==> src/rtl/rv32_mc_ctrl.sv <==
// Multi-cycle control FSM for the RV32I core: sequences fetch/decode/exec/mem/wb,
// drives datapath enables and mux selects, and traps on illegal classes or memory timeouts.
module rv32_mc_ctrl #(
   parameter int MEM_TIMEOUT = 16
) (
   input  logic       i_clk,
   input  logic       i_rst,
   input  logic [9:0] i_dec_flags,
   input  logic       i_br_taken,
   input  logic       i_imem_ready,
   input  logic       i_dmem_ready,
   output logic       o_imem_req,
   output logic       o_ir_we,
   output logic       o_pc_we,
   output logic [1:0] o_pc_src,
   output logic       o_dmem_req,
   output logic       o_dmem_we,
   output logic       o_rf_we,
   output logic [1:0] o_wb_sel,
   output logic       o_instret,
   output logic       o_fault,
   output logic [1:0] o_fault_cause,
   output logic [2:0] o_state
);

   localparam int CW = (MEM_TIMEOUT > 0) ? $clog2(MEM_TIMEOUT + 1) : 1;
   localparam logic [CW-1:0] C_LAST = CW'((MEM_TIMEOUT > 0) ? MEM_TIMEOUT - 1 : 0);

   localparam int B_R     = 0;
   localparam int B_LOAD  = 1;
   localparam int B_I     = 2;
   localparam int B_JALR  = 3;
   localparam int B_S     = 4;
   localparam int B_SB    = 5;
   localparam int B_U     = 6;
   localparam int B_JAL   = 7;
   localparam int B_AUIPC = 8;
   localparam int B_CSR   = 9;

   typedef enum logic [2:0] {
      S_FETCH  = 3'd0,
      S_DECODE = 3'd1,
      S_EXEC   = 3'd2,
      S_MEM    = 3'd3,
      S_WB     = 3'd4,
      S_TRAP   = 3'd5
   } state_t;

   state_t          r_state;
   state_t          w_next;
   logic [9:0]      r_cls;
   logic [CW-1:0]   r_cnt;
   logic            r_fault;
   logic [1:0]      r_cause;
   logic [1:0]      w_cause;
   logic            w_legal;
   logic            w_onehot;
   logic            w_wait;
   logic            w_expire;
   logic            w_to_wb;

   // auipc arrives from the decoder as the U bit plus its own bit.
   assign w_onehot = (i_dec_flags != 10'd0) && ((i_dec_flags & (i_dec_flags - 10'd1)) == 10'd0);
   assign w_legal  = w_onehot || (i_dec_flags == 10'h140);
   assign w_to_wb  = r_cls[B_R] | r_cls[B_I] | r_cls[B_U] | r_cls[B_AUIPC] |
                     r_cls[B_CSR] | r_cls[B_JAL] | r_cls[B_JALR];
   assign w_wait   = ((r_state == S_FETCH) && !i_imem_ready) ||
                     ((r_state == S_MEM) && !i_dmem_ready);
   assign w_expire = (MEM_TIMEOUT != 0) && (r_cnt == C_LAST);

   always_comb begin
      w_next      = r_state;
      w_cause     = r_cause;
      o_imem_req  = 1'b0;
      o_ir_we     = 1'b0;
      o_pc_we     = 1'b0;
      o_pc_src    = 2'd0;
      o_dmem_req  = 1'b0;
      o_dmem_we   = 1'b0;
      o_rf_we     = 1'b0;
      o_wb_sel    = 2'd0;
      o_instret   = 1'b0;
      case (r_state)
         S_FETCH: begin
            o_imem_req = 1'b1;
            if (i_imem_ready) begin
               o_ir_we = 1'b1;
               w_next  = S_DECODE;
            end else if (w_expire) begin
               w_next  = S_TRAP;
               w_cause = 2'd1;
            end
         end
         S_DECODE: begin
            if (w_legal) begin
               w_next = S_EXEC;
            end else begin
               w_next  = S_TRAP;
               w_cause = 2'd0;
            end
         end
         S_EXEC: begin
            if (r_cls[B_SB]) begin
               o_pc_we   = 1'b1;
               o_pc_src  = i_br_taken ? 2'd1 : 2'd0;
               o_instret = 1'b1;
               w_next    = S_FETCH;
            end else if (r_cls[B_LOAD] || r_cls[B_S]) begin
               w_next = S_MEM;
            end else if (w_to_wb) begin
               w_next = S_WB;
            end else begin
               w_next  = S_TRAP;
               w_cause = 2'd0;
            end
         end
         S_MEM: begin
            o_dmem_req = 1'b1;
            o_dmem_we  = r_cls[B_S];
            if (i_dmem_ready) begin
               if (r_cls[B_S]) begin
                  o_pc_we   = 1'b1;
                  o_instret = 1'b1;
                  w_next    = S_FETCH;
               end else begin
                  w_next = S_WB;
               end
            end else if (w_expire) begin
               w_next  = S_TRAP;
               w_cause = 2'd2;
            end
         end
         S_WB: begin
            o_rf_we   = 1'b1;
            o_pc_we   = 1'b1;
            o_instret = 1'b1;
            if (r_cls[B_LOAD])
               o_wb_sel = 2'd1;
            else if (r_cls[B_JAL] || r_cls[B_JALR])
               o_wb_sel = 2'd2;
            else if (r_cls[B_CSR])
               o_wb_sel = 2'd3;
            o_pc_src = r_cls[B_JAL] ? 2'd1 : (r_cls[B_JALR] ? 2'd2 : 2'd0);
            w_next   = S_FETCH;
         end
         S_TRAP: begin
            w_next = S_TRAP;
         end
         default: begin
            w_next = S_FETCH;
         end
      endcase
      // A reset cycle must not commit anything, even with ready already high.
      if (i_rst) begin
         o_imem_req = 1'b0;
         o_ir_we    = 1'b0;
         o_pc_we    = 1'b0;
         o_pc_src   = 2'd0;
         o_dmem_req = 1'b0;
         o_dmem_we  = 1'b0;
         o_rf_we    = 1'b0;
         o_wb_sel   = 2'd0;
         o_instret  = 1'b0;
      end
   end

   always_ff @(posedge i_clk) begin
      if (i_rst) begin
         r_state <= S_FETCH;
         r_cls   <= '0;
         r_cnt   <= '0;
         r_fault <= 1'b0;
         r_cause <= 2'd0;
      end else begin
         r_state <= w_next;
         if ((r_state == S_DECODE) && w_legal)
            r_cls <= i_dec_flags;
         if (w_next != r_state)
            r_cnt <= '0;
         else if (w_wait && (MEM_TIMEOUT != 0))
            r_cnt <= r_cnt + 1'b1;
         if ((w_next == S_TRAP) && (r_state != S_TRAP)) begin
            r_fault <= 1'b1;
            r_cause <= w_cause;
         end
      end
   end

   assign o_fault       = r_fault;
   assign o_fault_cause = r_cause;
   assign o_state       = r_state;

endmodule

==> config.mk <==
export PLATFORM = sky130hd
export DESIGN_NAME = rv32_mc_ctrl
export DESIGN_NICKNAME = d
export VERILOG_FILES = /design/src/rtl/rv32_mc_ctrl.sv
export SDC_FILE = /design/constraint.sdc
export NUM_CORES = 1
export LEC_CHECK = 0
export CORE_MARGIN = 2
export CORE_UTILIZATION = 50
export CTS_CLUSTER_DIAMETER = 50
export CTS_CLUSTER_SIZE = 28
export DETAILED_ROUTE_END_ITERATION = 6
export PLACE_DENSITY_LB_ADDON = 0.3
export SKIP_LAST_GASP = 1
export SYNTH_ARGS = -nofsm -noshare
export SYNTH_HDL_FRONTEND = slang
export SYNTH_SLANG_ARGS = --single-unit
==> constraint.sdc <==
create_clock -name i_clk -period 2.38 [get_ports i_clk]
set_input_delay 0.476 -clock i_clk [delete_from_list [all_inputs] [get_ports i_clk]]
set_output_delay 0.476 -clock i_clk [all_outputs]
set_load 0.1 [all_outputs]
Yosys cells after proc, flatten, opt, wreduce, memory -nomap -nowiden
Cells that the tools add are included.
{ "classes": {"n_addsub": 2, "n_eq_ne": 18, "n_mux": 45, "n_bitwise": 7, "reduce_logical": 17} }
{ "op_table": {"columns": ["operator", "n"], "rows": [
  ["2-to-1 mux 2 bit", 16],
  ["2-to-1 mux 3 bit", 7],
  ["2-to-1 mux 1 bit", 18],
  ["inequality test 2 bit, second input constant", 8],
  ["one-hot mux 3 bit (5 select lines)", 1],
  ["AND 10 bit", 1],
  ["equality test 10 x 9 -> 1 bit, second input constant", 1],
  ["logical NOT 10 bit", 1],
  ["AND reduction 10 bit", 1],
  ["nonzero test 10 bit", 1],
  ["subtractor 10 x 1 -> 10 bit, second input constant", 1],
  ["equality test 3 bit, second input constant", 3],
  ["one-hot mux 2 bit (4 select lines)", 1],
  ["equality test 3 x 2 -> 1 bit, second input constant", 2],
  ["bitwise OR 1 bit", 6],
  ["adder 5 x 1 -> 5 bit, second input constant", 1],
  ["equality test 5 x 4 -> 1 bit, second input constant", 1],
  ["logical AND 1 bit", 5],
  ["logical OR 1 bit", 4],
  ["one-hot mux 2 bit (2 select lines)", 1],
  ["nonzero test 4 bit", 1],
  ["equality test 3 x 1 -> 1 bit, second input constant", 1],
  ["logical NOT 3 bit", 1],
  ["inequality test 3 bit", 1],
  ["4 further kinds", 5]
]} }
{ "word_totals": {"register_bits": 21, "out_inout_bits": 17, "wordCells": 94} }

Depth between registers and ports, before layout
{ "logic_depth": {"depth_word": 13, "depth_mapped": 9, "depth_no_buf": 9} }

Least setup slack after synthesis
No wires, ideal clock.
{ "synth_timing": {"kind": "reg-to-output", "from": "reg r_state[1], in the netlist o_state[1]", "to": "out o_dmem_we", "arrival_ns": 4.486, "required_time_ns": 1.904, "setup_slack_ns": -2.582, "stages_incl_launch_ff": 5, "n_path_buf": 1, "cell_sequence": "dfxtp_1 -> buf_2 -> nand2_1 -> nor3_1 -> and2_1"} }
{ "synth_between": {"elab_chain_len": 3} }
{ "synth_rtl": {"columns": ["item", "line_no", "text"], "rows": [
  ["start: declaration", "49", "state_t r_state;"],
  ["start signal: assignment", "175", "r_state <= w_next;"],
  ["equality test 3 x 2 -> 1 bit", "83", "case (r_state)"],
  ["2-to-1 mux 1 bit", "83", null],
  ["2-to-1 mux 1 bit", "154", "if (i_rst) begin"],
  ["end: declaration", "17", "output logic o_dmem_we,"]
]} }
No other way between the ends.

Worst setup path in the final report
{ "layout_timing": {"from": "in i_dec_flags[8]", "to": "reg r_cls[6]"} }
{ "layout_between": {"elab_chain_len": 6, "elab_cells_between_ends": 8, "classes_between": "add/sub (1); eq/ne (1); bitwise (1); reduce/logical (5)"} }
{ "layout_rtl": {"columns": ["item", "line_no", "text"], "rows": [
  ["start: declaration", "8", "input logic [9:0] i_dec_flags,"],
  ["subtractor 10 x 1 -> 10 bit", "63", "assign w_onehot = (i_dec_flags != 10'd0) && ((i_dec_flags & (i_dec_flags - 10'd1)) == 10'd0);"],
  ["AND 10 bit", "63", null],
  ["logical NOT 10 bit", "63", null],
  ["logical AND 1 bit", "63", null],
  ["logical OR 1 bit *", "64", "assign w_legal = w_onehot || (i_dec_flags == 10'h140);"],
  ["logical AND 1 bit *", "176", "if ((r_state == S_DECODE) && w_legal)"],
  ["end signal: assignment", "177", "r_cls <= i_dec_flags;"],
  ["end: declaration", "51", "logic [9:0] r_cls;"]
]} }
Mark *: on every way between the ends. The rest lies on a longest branch, timed or not.
A chain may end at the register's enable or synchronous reset.

==> run_results.csv <==
group,metric,value,unit
run_status,result_of_the_run,"finished clean",
logic_synthesis,synth.area.top_cells,"dfxtp_1 29%, nand2b_1 10%, mux2i_1 7.7%",
route,wl_per_cell,16.07,µm
timing,max_freq,436.9,MHz
global_route,grt_overflow,0,
clock_network,number_of_buffers_added_to_fix_hold_violations_after_cts,0,
floorplan,top_level_ports,32,
finish,synthToLayoutAreaGrowth,50.09,%
floorplan,design.die.area,3318,µm²
logic_synthesis,asyncSetResetFlopFracSynth,0,%
clock_network,tritoncts,"built",
logic_synthesis,summed_instance_area_of_the_synthesized_netlist,1436,µm²
placement,dp.final_hpwl,3057,µm
clock_network,cts.sinks,21,
setup_path,worst_setup_path_startpoint,"i_dec_flags[8]",
setup_path,crit_end,"r_cls[6]",
timing,final_max_slew_viol_count,0,
finish,final_net_count,232,
logic_synthesis,postSynth.topFlopCell,"dfxtp_1",
power,vdd_ir_drop_max,0.0004025,V
placement,gp_congestion,0.8251,
placement,number_of_port_buffers,31,
timing,relative_slew_margins,72.02,%
setup_path,cp_cell_sequence,"clkdlybuf4s50_1 -> nor2_4 -> nand2_1 -> or3_1 -> a211o_4 -> a21oi_1 -> buf_6 -> mux2i_1",
floorplan,die_width,57.60,µm
logic_synthesis,synth_seq_cells,21,
floorplan,floorplan.initialDensity,52.54,%
setup_path,cpMaxStageDelayCell,"clkdlybuf4s50_1",
logic_synthesis,number_of_enable_type_register_cells_in_the_synthesized_netlist,0,
logic_synthesis,synthDistinctLibCells,50,
global_route,gr-usage-met3,2.948,%
setup_path,path_max_fanout,10,
global_route,wire_length_of_the_first_global_routing_pass,6403,µm
route,num_vias,1455,
clock_network,cts.reportedPaths.clkPinSlew,120,ps
setup_path,timing.critical_path.arrival,2520,ps
clock_network,worst_skew_pair.late_latency,300,ps
logic_synthesis,synth_largest_area_cell,"dfxtp_1",
timing,timing.clock.skew,4.373,ps
setup_path,r2r_cells,10,
worst_hold_path,hold_path_depth,2,
global_route,met2_usage,44.16,%
route,drt_pre_antenna_iters,5,
clock_network,clockRootBuffer,"clkbuf_4",
finish,antenna_cells,0,
global_route,grt_pass1_vias,1385,
logic_synthesis,syn-num-nets,186,
route,drt-total-wl,3938,µm
logic_synthesis,synth_area_per_cell,8.499,µm²
logic_synthesis,seq_area_frac_synth,29.27,%
timing,hold-worst-slack,458.6,ps
floorplan,rows,19,
logic_synthesis,yosys_warnings,0,
power,powerDensity,385.7,nW/µm²
setup_path,crit_type,"in -> reg",
setup_path,cp_data_required_time,2610,ps
timing,report.final.setup_viol,0,
floorplan,core_area,2734,µm²
timing,tightestPinTransition,416.5,ps
finish,fin_area,2156,µm²
route,antenna_violating_nets_post_route,0,
setup_path,category_of_the_worst_setup_path_launch_point,"input pin",
clock_network,clock_tree.htree_level_count,1,
logic_synthesis,synthesis.instances,169,
placement,detailed_place.area,2058,µm²
global_route,antenna_found_initial,0,
global_route,grt.busiest_layer,"met2",
route,drc_errors,0,
floorplan,die-height,57.60,µm
route,viasPerCell,5.939,
power,power.static_leakage,0.8020,nW
setup_path,reg2reg_slack,160,ps
global_route,global_route.usage.met1,31.12,%
setup_path,timing.critical_path.slowest_cell_delay,460,ps
logic_synthesis,synth_top_area_share,29.27,%
timing,fin_crit,2289,ps
timing,final.period_utilization,96.16,%
global_route,grt_use_total,24.77,%
global_route,grt_start_max_net_pins,26,
timing,timing_hold_violations_final,0,
finish,post_route_cells_drive_above_1_share,32.24,%
setup_path,critical_path.endpoint_type,"flip-flop",
run,cap_violations,0,
route,detailedRoute.firstIterationViolations,73,
timing,tns,0,ps
setup_path,timing.rr.start,"r_cnt[0]",
timing,grt_setup_unrepaired,"yes",
clock_network,cts_buffer_depth,2,
clock_network,numCtsBuffers,3,
worst_hold_path,worstHoldPathType,"reg -> reg",
setup_path,critical_path.reg2reg.endpoint,"r_cnt[3]",
==> power by group <==
group / switching (mW) / internal [mW]
registers: 0.0152 / 0.360
clock network: 0.110 / 0.0625
logic: 0.176 / 0.108
==> worst min-delay path by stage <==
stage / from / endpoint / slack [ps]
3_5_place_dp: o_fault / o_fault / 440
2_1_floorplan: r_cls[0] / r_cls[0] / 450
4_1_cts: o_fault / o_fault / 460
3_3_place_gp: o_fault / o_fault / 440
5_1_grt: o_fault / o_fault / 490
6_report: o_fault / o_fault / 460
==> cell type report <==
class	instances	area, µm²
well taps	31	38.79
fillers	189	578.1
multi-input cells	130	1075
repair buffers	50	549.3
flip-flops and latches	21	431.7
inverters	9	33.78
clock buffers	3	22.52
clock inverters	1	5.005
==> state kept, by name, indices dropped and copies added (netlist names) <==
register	flops
r_cnt	5
r_cls	10
o_fault_cause	2
o_state	3
o_fault	1
==> critical path: cells and delay by family <==
| family | cells | cell delay, ps |
|---|---|---|
| compound gates | 2 | 560 |
| simple gates | 3 | 620 |
| mux | 1 | 200 |
| buf+inv | 2 | 660 |
==> cell usage in the layout (no fill, tap or decap), types with 2 or more instances in the layout <==
master,count
nor3_4,2
nand2_1,5
dfxtp_1,18
clkdlybuf4s50_1,9
a211oi_1,4
o31a_1,2
nor2_1,11
buf_12,11
nand3b_1,3
a21oi_1,6
nor2_4,3
ha_1,2
xor2_1,3
nand4_1,2
o21a_1,3
clkbuf_4,3
inv_1,9
nor3_2,2
nand2b_1,23
mux2i_1,11
dlygate4sd2_1,4
and3_1,3
nand4b_1,3
and2_4,2
buf_4,24
dfxtp_4,3
nor3_1,6
==> through the flow <==
step                setup WS, ps  total power [mW]  instances  utilization, %
floorplan                 -198.4            0.5612        169               -
global placement          -292.8            0.6449        240           75.29
detailed placement        -440.0            0.6552        240           75.29
CTS                        13.94            0.8259        244           77.48
global route              -54.34            0.8673        245           78.86
finish                     91.33            0.8315        245           78.86
==> layer usage <==
layer / vias to the layer above / routed length, µm / share of wire (%)
met5: - / 0 / 0
met4: 0 / 80 / 2.0
met3: 10 / 160 / 4.1
met2: 45 / 2024 / 51
met1: 699 / 1672 / 42
li1: 701 / - / -
==> Yosys cell counts (4+ instances only) <==
master and count:
nand2b_1 23, dfxtp_1 21, nor2_1 15, mux2i_1 11, nor3_1 10, inv_1 9, a211oi_1 6, a21oi_1 6
nand2_1 6, clkbuf_1 4
==> kinds of logic after synthesis <==
| kind of cell | Yosys count | share of synthesized area [%] |
|---|---|---|
| buf+inv | 18 | 5.487 |
| flops | 21 | 29.27 |
| mux | 12 | 8.450 |
| fa+ha+maj | 2 | 1.742 |
| xor+xnor | 4 | 2.439 |
| compound gates | 35 | 20.99 |
| simple gates | 77 | 31.62 |
==> timing repair <==
action,in CTS,in global routing
pin swaps,0,2
buffers inserted,0,1
gates resized for setup,9,8
endpoints found under the setup margin,17,21
Note: power is estimated with default switching activity, not from simulation.
